==> config.mk <==
export PLATFORM = sky130hd
export DESIGN_NAME = instr_sequencer
export DESIGN_NICKNAME = d
export VERILOG_FILES = /design/src/rtl/proc_pkg.sv /design/src/rtl/opcode_decoder.sv /design/src/rtl/instr_sequencer.sv
export SDC_FILE = /design/constraint.sdc
export NUM_CORES = 1
export LEC_CHECK = 0
export BUFFER_PORTS_ARGS = -buffer_cell sky130_fd_sc_hd__buf_2
export CELL_PAD_IN_SITES_DETAIL_PLACEMENT = 1
export CELL_PAD_IN_SITES_GLOBAL_PLACEMENT = 1
export CORE_MARGIN = 5
export CORE_UTILIZATION = 37
export DETAILED_ROUTE_END_ITERATION = 10
export GPL_TIMING_DRIVEN = 0
export PLACE_DENSITY = 0.78
export SLEW_MARGIN = 0
export SYNTH_ARGS = -nofsm -noshare
export SYNTH_HDL_FRONTEND = slang
export SYNTH_SLANG_ARGS = --single-unit
export TNS_END_PERCENT = 1
==> constraint.sdc <==
create_clock -name clock -period 2.4 [get_ports clock]
set_clock_uncertainty 0.1 [all_clocks]
set_input_delay 0.12 -clock clock [delete_from_list [all_inputs] [get_ports clock]]
set_output_delay 0.12 -clock clock [all_outputs]
set_load 0.1 [all_outputs]
==> src/rtl/proc_pkg.sv <==
// Shared processor definitions: state codes consumed by the control unit,
// opcode constants and the decoder result type.
package proc_pkg;

    localparam int STATE_W = 6;

    localparam logic [5:0] S_IDLE   = 6'd0;
    localparam logic [5:0] S_FETCH1 = 6'd1;
    localparam logic [5:0] S_FETCH2 = 6'd2;
    localparam logic [5:0] S_FETCH3 = 6'd3;
    localparam logic [5:0] S_FETCH4 = 6'd4;
    localparam logic [5:0] S_FETCH5 = 6'd5;
    localparam logic [5:0] S_FETCH6 = 6'd6;
    localparam logic [5:0] S_LDR11  = 6'd7;
    localparam logic [5:0] S_LDR12  = 6'd8;
    localparam logic [5:0] S_LDR13  = 6'd9;
    localparam logic [5:0] S_LDR14  = 6'd10;
    localparam logic [5:0] S_LDR21  = 6'd11;
    localparam logic [5:0] S_LDR22  = 6'd12;
    localparam logic [5:0] S_LDR23  = 6'd13;
    localparam logic [5:0] S_LDR24  = 6'd14;
    localparam logic [5:0] S_STAC1  = 6'd15;
    localparam logic [5:0] S_STAC2  = 6'd16;
    localparam logic [5:0] S_STAC3  = 6'd17;
    localparam logic [5:0] S_STAC4  = 6'd18;
    localparam logic [5:0] S_ADD    = 6'd19;
    localparam logic [5:0] S_ADD2   = 6'd20;
    localparam logic [5:0] S_MUL    = 6'd21;

    localparam logic [7:0] OPC_NOP  = 8'h00;
    localparam logic [7:0] OPC_LDR1 = 8'h01;
    localparam logic [7:0] OPC_LDR2 = 8'h02;
    localparam logic [7:0] OPC_STAC = 8'h03;
    localparam logic [7:0] OPC_ADD  = 8'h04;
    localparam logic [7:0] OPC_MUL  = 8'h05;
    localparam logic [7:0] OPC_HALT = 8'hFF;

    typedef struct packed {
        logic [STATE_W-1:0] first_state;
        logic               is_nop;
        logic               is_halt;
        logic               is_illegal;
    } decode_t;

endpackage

==> src/rtl/opcode_decoder.sv <==
// Combinational opcode decode: first execute state plus NOP/HALT/illegal flags.
module opcode_decoder
    import proc_pkg::*;
#(
    parameter int OPC_W = 8
) (
    input  logic [OPC_W-1:0] opcode,
    output decode_t          dec
);

    always_comb begin
        dec             = '0;
        dec.first_state = S_IDLE;
        case (opcode)
            OPC_W'(OPC_NOP):  dec.is_nop = 1'b1;
            OPC_W'(OPC_LDR1): dec.first_state = S_LDR11;
            OPC_W'(OPC_LDR2): dec.first_state = S_LDR21;
            OPC_W'(OPC_STAC): dec.first_state = S_STAC1;
            OPC_W'(OPC_ADD):  dec.first_state = S_ADD;
            OPC_W'(OPC_MUL):  dec.first_state = S_MUL;
            OPC_W'(OPC_HALT): dec.is_halt = 1'b1;
            default:          dec.is_illegal = 1'b1;
        endcase
    end

endmodule

==> src/rtl/instr_sequencer.sv <==
// Main instruction sequencing FSM: fetch, decode, execute, retire counting.
// Optional single-step mode is enabled by defining INSTR_SEQUENCER_STEP_EN.
module instr_sequencer
    import proc_pkg::*;
#(
    parameter int OPC_W = 8,
    parameter int CNT_W = 16
) (
    input  logic             clock,
    input  logic             reset_n,
    input  logic             start,
    input  logic             hold,
`ifdef INSTR_SEQUENCER_STEP_EN
    input  logic             step,
`endif
    input  logic [OPC_W-1:0] opcode,
    output logic [5:0]       state,
    output logic             busy,
    output logic             halted,
    output logic             illegal_op,
    output logic             instr_done,
    output logic [CNT_W-1:0] instr_count
);

    logic [5:0]       state_q, state_d;
    logic             busy_q, busy_d;
    logic             halted_q, halted_d;
    logic             illegal_q, illegal_d;
    logic             done_q, done_d;
    logic [CNT_W-1:0] count_q, count_d;
    logic             retire;
    logic             resume;
    logic [5:0]       retire_target;
    decode_t          dec;

    opcode_decoder #(.OPC_W(OPC_W)) u_decoder (
        .opcode (opcode),
        .dec    (dec)
    );

`ifdef INSTR_SEQUENCER_STEP_EN
    assign resume        = start | step;
    assign retire_target = S_IDLE;
`else
    assign resume        = start;
    assign retire_target = S_FETCH1;
`endif

    always_comb begin
        state_d   = state_q;
        halted_d  = halted_q;
        illegal_d = illegal_q;
        count_d   = count_q;
        done_d    = 1'b0;
        retire    = 1'b0;

        if (state_q == S_IDLE) begin
            if (resume) begin
                state_d   = S_FETCH1;
                halted_d  = 1'b0;
                illegal_d = 1'b0;
            end
        end else if (!hold) begin
            case (state_q)
                // Codes inside each linear sequence are contiguous.
                S_FETCH1, S_FETCH2, S_FETCH3, S_FETCH4, S_FETCH5,
                S_LDR11, S_LDR12, S_LDR13,
                S_LDR21, S_LDR22, S_LDR23,
                S_STAC1, S_STAC2, S_STAC3,
                S_ADD: state_d = state_q + 6'd1;
                S_FETCH6: begin
                    if (dec.is_nop) begin
                        retire = 1'b1;
                    end else if (dec.is_halt) begin
                        state_d  = S_IDLE;
                        halted_d = 1'b1;
                    end else if (dec.is_illegal) begin
                        state_d   = S_IDLE;
                        illegal_d = 1'b1;
                    end else begin
                        state_d = dec.first_state;
                    end
                end
                S_LDR14, S_LDR24, S_STAC4, S_ADD2, S_MUL: retire = 1'b1;
                default: begin
                    state_d   = S_IDLE;
                    illegal_d = 1'b1;
                end
            endcase
        end

        if (retire) begin
            state_d = retire_target;
            done_d  = 1'b1;
            count_d = count_q + CNT_W'(1);
        end
    end

    // busy follows the next state so it changes on the same edge as state.
    assign busy_d = (state_d != S_IDLE);

    always_ff @(posedge clock or negedge reset_n) begin
        if (!reset_n) begin
            state_q   <= S_IDLE;
            busy_q    <= 1'b0;
            halted_q  <= 1'b0;
            illegal_q <= 1'b0;
            done_q    <= 1'b0;
            count_q   <= '0;
        end else begin
            state_q   <= state_d;
            busy_q    <= busy_d;
            halted_q  <= halted_d;
            illegal_q <= illegal_d;
            done_q    <= done_d;
            count_q   <= count_d;
        end
    end

    assign state       = state_q;
    assign busy        = busy_q;
    assign halted      = halted_q;
    assign illegal_op  = illegal_q;
    assign instr_done  = done_q;
    assign instr_count = count_q;

endmodule

# == Word-level counts from Yosys, hierarchy flattened ==
# Index checks and enable logic that the tools add are counted.
# word_totals
in_bits,12
memories,0
romBits,0
ramBits,0
wordCells,81
out_inout_bits,26
latch_bits,0
register_bits,26
# op_classes
div,0
mul,0
n_bitwise,0
n_reduce_logical,11
n_eq_ne,34
n_mux,28
n_lt_le_gt_ge,0
n_addsub,2
n_shift,0
# ops
op,n
$eq 6x4->1 const B,8
$mux 6,7
$eq 6x5->1 const B,6
$pmux 5 s5,1
$eq 6x3->1 const B,4
$reduce_or 20->1,1
$pmux 6 s3,1
$mux 1,17
$add 16x1->16 const B,1
$eq 8x2->1 const B,2
$eq 8x3->1 const B,2
$reduce_or 15->1,1
$eq 6x2->1 const B,2
$ne 3x3->1 const B,3
$eq 8x1->1 const B,1
$eq 8x8->1 const B,1
$logic_not 8->1,1
$reduce_or 7->1,1
$add 6x1->6 const B,1
$eq 6x1->1 const B,1
$logic_not 6->1,1
$ne 2x1->1 const B,3
$reduce_and 6->1,1
$reduce_bool 6->1,1
other kinds (5),7

# == Longest topological paths before layout ==
# Gate-level depths: netlist of run 1.
# depth
ltp_word,10
ltp_mapped,9
mapped_depth_nobuf,8

# == Modules after synthesis ==
# A second synthesis of run 1 with hierarchy kept.
# hier_totals
cells_unflattened,175
area_unflattened_um2,1682.9
# by_module_without_submodules
mod,n_inst,area_each_um2,cells_each,seq_area_each_um2
instr_sequencer,1,1561.5,157,650.6
opcode_decoder,1,121.4,18,0.0

# == Worst setup path before layout of run 1 ==
# Ideal clock, no wire load.
# synth_path
kind,register -> register
from,"reg state_q[0], in the netlist state[0]"
to,"reg busy_q, in the netlist busy"
period_less_slack_ps,3231
path_buffers,0
t_required_ps,2166
arrival_ps,2998
path_stages_with_launch,9
path_slack_ps,-831
setup_ps,134
cell_sequence,dfrtp_1 -> inv_1 -> ha_1 -> or4_1 -> a211o_1 -> nand3b_4 -> o41ai_2 -> nor4b_2 -> nand4_1
# synth_between
elab_chain_len,7
elab_cells_between_ends,35
classes_between,add/sub (1); eq/ne (21); mux (9); reduce/logical (4)
# synth_lines
item,line_no,source
"start, declared",instr_sequencer.sv:25,"logic [5:0] state_q, state_d;"
"start signal, assigned",instr_sequencer.sv:111,state_q <= state_d;
"parallel branches: the longest is 5 deep, another holds $add 6x1->6",n/a,
$mux 6 *,instr_sequencer.sv:92,if (retire) begin
$reduce_bool 6->1 *,instr_sequencer.sv:100,assign busy_d = (state_d != S_IDLE);
net busy_d,instr_sequencer.sv:26,"logic busy_q, busy_d;"
"end signal, assigned",instr_sequencer.sv:112,busy_q <= busy_d;
"end, declared",instr_sequencer.sv:26,
# Mark *: on every way through the listed nets, which the timed path passes.
# A chain may end at the register's enable or synchronous reset.

# == Worst setup path in the final report of run 1 ==
# layout_path
from,"reg state_q[1], in the netlist state[1]"
to,"reg busy_q, in the netlist busy"
# Same word-level chain as after synthesis.

==> flow_metrics.env, run 1 <==
export IMPL_min_path_cells=2
export IMPL_swShare=0.502
export IMPL_crit_chain="ha_4 -> or4_4 -> a211o_4 -> nand3b_4 -> o41ai_4 -> nor4b_2 -> nand4_1"
export IMPL_antenna_cells=0
export IMPL_clk_path_buf_depth=2
export IMPL_r2r_start="state[1]"
export IMPL_synthTopCellsByArea="dfrtp_1, xor2_1, nor2_1"
export IMPL_vias=1546
export IMPL_hold_viol_final=0
export IMPL_synth_seq_area_share=0.379
export IMPL_grt_pass1_vias=1572
export IMPL_synth_warning_count=0
export IMPL_worstPathArrival_ns=2.43
export IMPL_worst_pin_slew_ns=0.582
export IMPL_gp_congestion=0.860
export IMPL_core_area_mm2=0.00441
export IMPL_final_cell_area_mm2=0.00224
export IMPL_internal_power_uw=1080
export IMPL_syn_inst=178
export IMPL_cp_end_kind="flop"
export IMPL_critPathSlowestCell="dfrtp_4"
export IMPL_p_per_area_mw_per_mm2=970
export IMPL_final_antenna_net_count=0
export IMPL_hold_path_class="in2reg"
export IMPL_cp_buffers_inverters=0
export IMPL_r2r_cells=7
export IMPL_start_util=0.389
export IMPL_dpl_hpwl_mm=3.52
export IMPL_regToRegSetupSlack_ns=0.006
export IMPL_crit_family="simple AND/OR/NAND/NOR gates"
export IMPL_rsz0062_at_grt="yes"
export IMPL_wirelength_mm=4.93
export IMPL_critPathLaunchType="flop"
export IMPL_power_frac_seq=0.265
export IMPL_yosysMostFrequentCell="dfrtp_1"
export IMPL_vias_per_cell=5.52
export IMPL_synth_edf_count=0
export IMPL_p_sw_uw=1090
export IMPL_cts_sinks=26
export IMPL_path_max_fanout=5
export IMPL_synth_flop_cell="dfrtp_1"
export IMPL_max_stage_delay_ns=0.53
export IMPL_drc=0
export IMPL_async_flop_share=1.00
export IMPL_yosys_area_top_type="dfrtp_1"
export IMPL_track_usage=0.159
export IMPL_p_leak_uw=0.00104
export IMPL_syn_area_mm2=0.00172
export IMPL_p_clk_frac=0.129
export IMPL_grt_pass1_wl_mm=7.97
export IMPL_drt_first_pass_iters=4
export IMPL_finalPower_uw=2170
export IMPL_die_w_um=78.1
export IMPL_first_iter_violations=55
export IMPL_r2r_end="busy"
export IMPL_required_ns=2.43
export IMPL_ys_types=54
export IMPL_tns_ns=0
export IMPL_htree_levels=1
export IMPL_worstHoldEndpoint="state[5]"
export IMPL_dieArea_mm2=0.00610
export IMPL_num_fill_cells=510
export IMPL_critPathKind="reg2reg"
export IMPL_synth_fp_nets=195
export IMPL_place_ws_ns=-0.0919
export IMPL_p_comb_frac=0.605
export IMPL_area_growth_pct=30.2
export IMPL_clk_latency_ns=0.27
export IMPL_grt_max_degree=27
export IMPL_cts_tree="yes"
export IMPL_setup_slack_ns=0.00589
export IMPL_wl_per_cell_um=17.6
export IMPL_syn_area_per_cell_um2=9.64
export IMPL_peakVddDrop_v=0.000603
export IMPL_numCtsBuffers=3
export IMPL_clkTransAtPathRegs_ns=0.08
export IMPL_final_period_utilization=0.998
export IMPL_status="complete, no violations"
export IMPL_antenna_found_initial=0
export IMPL_setup_viol=0
export IMPL_drv_slew=0
export IMPL_grt_ovfl_total=0
export IMPL_ios=38
export IMPL_placed_area_mm2=0.00202
export IMPL_drive_above_1_share=0.390
export IMPL_timing_fmax_mhz=418
export IMPL_ys_top_cells_by_count="dfrtp_1, nor2_1, nand2_1"
export IMPL_num_nets_final=246
export IMPL_cts_root_buffer="clkbuf_8"
export IMPL_hp_start="hold"
export IMPL_ys_ff_latch=26
export IMPL_drv_cap=0
export IMPL_die_height_um=78.1
export IMPL_finalCriticalPeriod_ns=2.39
export IMPL_placementRows=24
export IMPL_slew_headroom=0.612
export IMPL_port_buffers=37
export IMPL_yosysTopAreaCellShare=0.379
[registers in the layout, summed over array words and instances (netlist names)]
| name | flops |
|---|---|
| busy | 1 |
| halted | 1 |
| illegal_op | 1 |
| instr_count | 16 |
| instr_done | 1 |
| state | 6 |
[power by group through the flow]
stage / logic, uW / clock network [uW] / registers (uW)
final: 1310 / 281 / 575
after global routing: 1400 / 314 / 589
after CTS: 1180 / 292 / 571
after detailed placement: 1090 / 0 / 590
after global placement: 1070 / 0 / 590
after floorplan: 512 / 0 / 923
[area by class of cell]
| cell class | instances | area, um2 | area share |
|---|---|---|---|
| plain buffers | 4 | 33.8 | 0.0151 |
| clock buffers | 4 | 55.1 | 0.0246 |
| inverters | 10 | 45.0 | 0.0201 |
| multi-input cells | 137 | 1100 | 0.491 |
| flip-flops and latches | 26 | 664 | 0.297 |
| well taps | 52 | 65.1 | 0.0291 |
| repair buffers | 47 | 275 | 0.123 |
[through the flow]
step | util | hold WS [ns] | cells
6_report | 0.507 | 0.116 | 280
5_1_grt | 0.507 | 0.128 | 280
4_1_cts | 0.483 | 0.105 | 277
3_5_place_dp | 0.457 | 0.0598 | 267
3_3_place_gp | 0.457 | 0.0513 | 267
2_1_floorplan | - | -0.276 | 178
[worst max-delay path by stage]
stage                        start             end  slack, ns  cells after the start
final                     state[1]            busy      0.006                      7
after global routing      state[1]            busy      -0.07                      7
after CTS                 state[1]            busy      -0.01                      7
after detailed placement  state[4]            busy      -0.09                      7
after global placement    state[4]            busy      -0.09                      7
after floorplan           state[1]  instr_count[1]      -0.02                      8
[logic make-up (layout without fill, tap and decap cells)]
kind of cell / Yosys count / after routing / synth area share
and+or+nand+nor: 79 / 79 / 0.270
xor gates and xnor gates: 17 / 17 / 0.0867
buffers and inverters: 15 / 65 / 0.0445
adders and majority gates: 5 / 5 / 0.0364
AOI/OAI and AO/OA: 35 / 35 / 0.177
DFF: 26 / 26 / 0.379
muxes: 1 / 1 / 0.00656
[per-layer routing]
layer  wire length (um)  track usage  vias up
met2               2330        0.248       31
met3                209       0.0366        7
met5                  0            0        -
met1               2340        0.225      766
li1                   -            -      742
met4                 46       0.0321        0
[worst register-to-register path, cell delays in order (launching register included)]
cell and delay (ns):
dfrtp_4 0.53, ha_4 0.18, or4_4 0.41, a211o_4 0.37, nand3b_4 0.11, o41ai_4 0.09, nor4b_2 0.31, nand4_1 0.15
[placed cells by master, fill, tap and decap left out, drive strengths merged, types with 2 or more instances in the layout]
master,synthesis,final
buf,3,48
dfrtp,26,26
nor2,20,20
nand2,16,16
inv,10,10
xor2,9,9
xnor2,8,8
nand3,8,8
o21ai,8,8
nand4,7,7
clkbuf,2,6
nor4,5,5
a31oi,5,5
ha,5,5
o31ai,4,4
and2,4,4
nor4b,4,4
o21a,3,3
nand3b,3,3
nor3b,2,2
o2111ai,2,2
and3,2,2
or3b,2,2
a21oi,2,2
a211o,2,2
o41ai,2,2
nor3,2,2
[repair_timing]
action,in CTS,in global routing
endpoints found under the hold margin,26,0
pin swaps,5,7
gates resized for setup,2,10
setup endpoints to repair,8,16
setup buffers,6,3
gates cloned,0,0
hold buffers,1,0
Power figures use the tool's default switching activity.
==> run 2, diff against run 1 <==
--- a/config.mk
+++ b/config.mk
@@ -5,14 +5,16 @@
 export SDC_FILE = /design/constraint.sdc
 export NUM_CORES = 1
 export LEC_CHECK = 0
+export ABC_AREA = 1
 export BUFFER_PORTS_ARGS = -buffer_cell sky130_fd_sc_hd__buf_2
+export CAP_MARGIN = 5
 export CELL_PAD_IN_SITES_DETAIL_PLACEMENT = 1
 export CELL_PAD_IN_SITES_GLOBAL_PLACEMENT = 1
 export CORE_MARGIN = 5
-export CORE_UTILIZATION = 37
+export CORE_UTILIZATION = 36
 export DETAILED_ROUTE_END_ITERATION = 10
 export GPL_TIMING_DRIVEN = 0
-export PLACE_DENSITY = 0.78
+export PLACE_DENSITY = 0.79
 export SLEW_MARGIN = 0
 export SYNTH_ARGS = -nofsm -noshare
 export SYNTH_HDL_FRONTEND = slang
==> run 2 against run 1 <==
  * Non-clock buffer count decreased by 11
  * Clock power about the same
  * Hold slack got worse by 0.11 ns
  * Fmax is 11% higher
  * Clock-buffer cell count unchanged
  * Largest power group unchanged
  * Sequential share of layout area down 0.70 points
  * Highest routed layer unchanged
  * Sequential cell count stayed put
  * Power rose by 50%
  * Critical path depth up 6
==> flow_metrics.env, run 2 <==
export IMPL_r2r_start="state[0]"
export IMPL_drv_slew=0
export IMPL_cts_tree="yes"
export IMPL_postCtsSetupBuffers=0
export IMPL_antenna_cells=0
export IMPL_numCtsBuffers=3
export IMPL_start_util=0.372
export IMPL_grt_ovfl_total=0
export IMPL_p_comb_frac=0.674
export IMPL_num_fill_cells=698
export IMPL_finalCriticalPeriod_ns=2.16
export IMPL_dieArea_mm2=0.00686
export IMPL_p_per_area_mw_per_mm2=1450
export IMPL_wl_per_cell_um=13.1
export IMPL_rsz0062_at_grt="no"
export IMPL_r2r_end="busy"
export IMPL_hp_start="hold"
export IMPL_area_growth_pct=17.8
export IMPL_vias_per_cell=4.77
export IMPL_yosysMostFrequentCell="nand2_1"
export IMPL_cp_end_kind="flop"
export IMPL_drv_cap=0
export IMPL_yosys_area_top_type="dfrtp_1"
export IMPL_largest_reg_flops=16
export IMPL_synthTopCellsByArea="dfrtp_1, nand2_1, inv_1"
export IMPL_seqCellArea_um2=653
export IMPL_placementRows=26
export IMPL_num_nets_final=322
export IMPL_core_area_mm2=0.00514
export IMPL_final_period_utilization=0.899
export IMPL_critPathKind="reg2reg"
export IMPL_drive_above_1_share=0.224
export IMPL_cts_sinks=26
export IMPL_port_buffers=37
export IMPL_hold_viol_final=0
export IMPL_regToRegSetupSlack_ns=0.24
export IMPL_setup_viol=0
export IMPL_final_antenna_net_count=0
export IMPL_multiInputGateArea_mm2=0.00108
export IMPL_p_sw_uw=2080
export IMPL_first_iter_violations=50
export IMPL_gp_congestion=0.820
export IMPL_syn_area_per_cell_um2=7.29
export IMPL_peakVddDrop_v=0.000789
export IMPL_grt_max_degree=27
export IMPL_drc=0
export IMPL_ys_types=28
export IMPL_worstPathArrival_ns=2.21
export IMPL_synth_seq_area_share=0.341
export IMPL_grt_pass1_vias=1841
export IMPL_drt_first_pass_iters=4
export IMPL_synth_edf_count=0
export IMPL_status="complete, no violations"
export IMPL_p_clk_frac=0.086
export IMPL_synth_warning_count=0
export IMPL_slew_headroom=0.619
export IMPL_required_ns=2.46
export IMPL_wirelength_mm=4.90
export IMPL_yosysTopAreaCellShare=0.341
export IMPL_ys_ff_latch=26
export IMPL_clk_path_buf_depth=2
export IMPL_cts_root_buffer="clkbuf_8"
export IMPL_worst_pin_slew_ns=0.572
export IMPL_tns_ns=0
export IMPL_ys_top_cells_by_count="nand2_1, inv_1, dfrtp_1"
export IMPL_die_w_um=82.9
export IMPL_swShare=0.638
export IMPL_layout_commonest_cell="nand2_1"
export IMPL_fin_util=0.438
export IMPL_r2r_cells=13
export IMPL_syn_area_mm2=0.00191
export IMPL_antenna_found_initial=0
export IMPL_htree_levels=1
export IMPL_min_path_cells=3
export IMPL_p_leak_uw=0.00123
export IMPL_power_frac_seq=0.239
export IMPL_clk_latency_ns=0.27
export IMPL_async_flop_share=1.00
export IMPL_path_max_fanout=10
export IMPL_grt_pass1_wl_mm=8.76
export IMPL_die_height_um=82.9
export IMPL_clkTransAtPathRegs_ns=0.08
export IMPL_worstHoldEndpoint="state[5]"
export IMPL_timing_fmax_mhz=463
export IMPL_hold_path_class="in2reg"
export IMPL_mostFrequentLayoutCells="nand2_1, inv_1, buf_2"
export IMPL_vias=1783
export IMPL_ios=38
export IMPL_dpl_hpwl_mm=4.07
export IMPL_critPathLaunchType="flop"
export IMPL_syn_inst=262
export IMPL_synth_flop_cell="dfrtp_1"
export IMPL_track_usage=0.149
export IMPL_synth_fp_nets=279
export IMPL_internal_power_uw=1180
## run 2: critical path, stage by stage (launching register included)
cell     delay (ns)
dfrtp_2        0.47
inv_1          0.16
ha_1           0.26
nand2_1        0.11
nor2_4         0.14
nand2_2        0.08
nand3_4        0.11
nand2_8        0.10
inv_4          0.13
nor2_1         0.05
nand2_1        0.08
nand3_1        0.10
nor2_1         0.10
nand2_1        0.05
## run 2: power groups by stage
stage | Clock (uW) | Combinational (uW) | Sequential [uW]
floorplan | 0 | 810 | 1750
global route | 313 | 2360 | 807
CTS | 291 | 2220 | 781
detailed placement | 0 | 2210 | 788
finish | 280 | 2200 | 779
global placement | 0 | 2170 | 785
## run 2: timing repair
item,in CTS,in global routing
resized for setup,0,0
hold endpoints to repair,26,0
hold buffers,1,0
## run 2: metal layers
layer  GRT usage  wire length, um  vias to the layer above
li1            -                -                      905
met1       0.209             2490                      843
met2       0.246             2240                       33
met3      0.0277              156                        2
met4      0.0178               20                        0
met5           0                0                        -
## run 2: per-stage QoR
stage               cell area [um2]  worst slack [ns]  std cells  power (uW)  hold slack, ns
floorplan                      1910            0.0513        262        2560          -0.276
CTS                            2250             0.207        374        3290        0.000890
global placement               2190             0.252        369        2950          0.0507
global route                   2250            0.0644        374        3480          0.0252
detailed placement             2190             0.222        369        3000          0.0552
finish                         2250             0.242        374        3250         0.00282
## run 2: cells by family after synthesis
| family | Yosys count | share of synthesized area |
|---|---|---|
| compound gates | 11 | 0.0308 |
| xor+xnor | 16 | 0.0733 |
| fa+ha+maj | 5 | 0.0327 |
| buf+inv | 44 | 0.0956 |
| flops | 26 | 0.341 |
| simple gates | 160 | 0.427 |
## run 2: worst max-delay path by stage
stage	start	cells past startpoint	endpoint	slack [ns]
after detailed placement	state[0]	13	busy	0.22
after CTS	state[0]	13	busy	0.21
final	state[0]	13	busy	0.24
after floorplan	state[2]	14	instr_count[12]	0.05
after global routing	state[0]	13	busy	0.06
after global placement	state[0]	13	busy	0.25
## run 2: area by class of cell
type | instances | share of cell area
plain buffers | 2 | 0.0100
clock buffers | 4 | 0.0245
inverters | 42 | 0.0712
multi-input cells | 192 | 0.479
flip-flops and latches | 26 | 0.290
well taps | 70 | 0.0389
repair buffers | 38 | 0.0867
==> run 3, diff against run 2 <==
--- a/config.mk
+++ b/config.mk
@@ -14,7 +14,7 @@
 export CORE_UTILIZATION = 36
 export DETAILED_ROUTE_END_ITERATION = 10
 export GPL_TIMING_DRIVEN = 0
-export PLACE_DENSITY = 0.79
+export PLACE_DENSITY_LB_ADDON = 0.12
 export SLEW_MARGIN = 0
 export SYNTH_ARGS = -nofsm -noshare
 export SYNTH_HDL_FRONTEND = slang
==> run 3 against run 2 <==
  * Setup slack improved by 0.0055 ns
  * Critical path depth is the same
  * First-iteration DRC count up 32%
  * Hold slack better by 0.11 ns
  * Sequential share of layout area shrank 0.33 points
  * Clock-buffer cell count shrank 1
  * Wire length is 1.2% higher
  * Core utilization up 0.51 points
  * Non-clock buffer count up 1
  * Final cell count grew 0.27%
  * Largest power group unchanged
  * Highest routed layer unchanged
==> flow_metrics.env, run 3 (synthesis gave the netlist of run 2 again) <==
export IMPL_timing_fmax_mhz=465
export IMPL_wl_per_cell_um=13.2
export IMPL_ios=38
export IMPL_p_per_area_mw_per_mm2=1460
export IMPL_layout_commonest_cell="nand2_1"
export IMPL_worstPathArrival_ns=2.23
export IMPL_r2r_start="state[0]"
export IMPL_place_ws_ns=0.232
export IMPL_peakVddDrop_v=0.000874
export IMPL_slew_headroom=0.593
export IMPL_drv_slew=0
export IMPL_final_period_utilization=0.897
export IMPL_cp_common_cell="nand2_1"
export IMPL_worst_pin_slew_ns=0.611
export IMPL_critPathSlowestCell="dfrtp_2"
export IMPL_rsz0062_at_grt="no"
export IMPL_mostFrequentLayoutCells="nand2_1, inv_1, buf_2"
export IMPL_cts_resized=0
export IMPL_numCtsBuffers=3
export IMPL_hold_path_class="in2reg"
export IMPL_gp_congestion=0.826
export IMPL_track_usage=0.151
export IMPL_endpoint="instr_count[12]"
export IMPL_placed_area_mm2=0.00219
export IMPL_status="complete, no violations"
export IMPL_wirelength_mm=4.96
export IMPL_antenna_found_initial=0
export IMPL_num_fill_cells=686
export IMPL_clk_latency_ns=0.27
export IMPL_vias_per_cell=4.69
export IMPL_final_cell_area_mm2=0.00228
export IMPL_antenna_cells=0
export IMPL_drive_above_1_share=0.223
export IMPL_critPathKind="reg2reg"
export IMPL_grt_max_degree=27
export IMPL_path_max_fanout=7
export IMPL_crit_chain="inv_1 -> ha_1 -> nand2_1 -> nor2_4 -> nand2_2 -> nand3_4 -> nand2_8 -> nor2_8 -> nand2_2 -> nor2_4 -> nand2_1 -> nand2_1 -> nand2_1"
export IMPL_cts_root_buffer="clkbuf_8"
export IMPL_r2r_cells=13
export IMPL_clkTransAtPathRegs_ns=0.09
export IMPL_drt_first_pass_iters=4
export IMPL_clk_path_buf_depth=2
export IMPL_cts_tree="yes"
export IMPL_seqCellArea_um2=653
export IMPL_regToRegSetupSlack_ns=0.25
export IMPL_dpl_hpwl_mm=4.07
export IMPL_cts_sinks=26
export IMPL_grt_pass1_wl_mm=8.87
export IMPL_cp_startpoint="state[0]"
export IMPL_die_height_um=82.9
export IMPL_drc=0
export IMPL_setup_viol=0
export IMPL_finalCriticalPeriod_ns=2.15
export IMPL_area_growth_pct=19.2
export IMPL_p_leak_uw=0.00124
export IMPL_final_antenna_net_count=0
export IMPL_tns_ns=0
export IMPL_largest_reg_flops=16
export IMPL_r2r_end="instr_count[12]"
export IMPL_hold_viol_final=0
export IMPL_core_area_mm2=0.00514
export IMPL_max_stage_delay_ns=0.48
export IMPL_first_iter_violations=66
export IMPL_critPathLaunchType="flop"
export IMPL_num_nets_final=323
export IMPL_cp_end_kind="flop"
export IMPL_grt_ovfl_total=0
export IMPL_placementRows=26
export IMPL_multiInputGateArea_mm2=0.00108
export IMPL_required_ns=2.47
export IMPL_htree_levels=1
export IMPL_finalPower_uw=3330
export IMPL_start_util=0.372
export IMPL_dieArea_mm2=0.00686
export IMPL_drv_cap=0
export IMPL_grt_pass1_vias=1883
export IMPL_port_buffers=37
export IMPL_postCtsSetupBuffers=0
export IMPL_vias=1759
export IMPL_setup_slack_ns=0.248
export IMPL_die_w_um=82.9
-- run 3: how the worst min path moves through the flow --
stage,from,to,cells after the start
after floorplan,reset_n,busy,0
after detailed placement,reset_n,instr_count[14],1
after global routing,start,halted,4
after CTS,start,illegal_op,4
final,start,illegal_op,4
after global placement,reset_n,instr_count[14],1
-- run 3: repair_timing --
action / 4_1_cts / 5_1_grt
hold endpoints to repair: 27 / 0
hold buffers: 2 / 0
endpoints found under the setup margin: 0 / 0
-- run 3: area by class of cell --
cell class | instances | share of cell area
multi-input cells | 192 | 0.473
flip-flops and latches | 26 | 0.287
repair buffers | 39 | 0.0901
inverters | 42 | 0.0703
well taps | 70 | 0.0385
clock buffers | 3 | 0.0181
clock inverters | 1 | 0.0132
plain buffers | 2 | 0.00989
-- run 3: metrics by stage --
step                      utilization  hold slack [ns]  instances
final                           0.443            0.114        375
after global routing            0.443            0.160        375
after CTS                       0.443            0.109        375
after detailed placement        0.425           0.0692        369
after global placement          0.425           0.0562        369
after floorplan                     -           -0.276        262
-- run 3: per-layer routing --
| layer | global-route usage | vias to the layer above | wire length, um |
|---|---|---|---|
| met2 | 0.237 | 33 | 2130 |
| met1 | 0.217 | 817 | 2590 |
| met5 | 0 | - | 0 |
| li1 | - | 907 | - |
| met3 | 0.0356 | 2 | 216 |
| met4 | 0.0193 | 0 | 17 |
-- run 3: critical path: cells and delay by family (launching register included) --
family / cells / cell delay [ns]
AND/OR/NAND/NOR: 11 / 1.04
flip-flops: 1 / 0.48
adder cells (fa/ha/maj): 1 / 0.27
buffers and inverters: 1 / 0.16
-- run 3: power by group --
group | leakage, uW | switching [uW] | internal, uW | total [uW]
logic | 0.000880 | 1730 | 449 | 2180
registers | 0.000328 | 198 | 583 | 781
clock network | 0.0000357 | 144 | 223 | 367
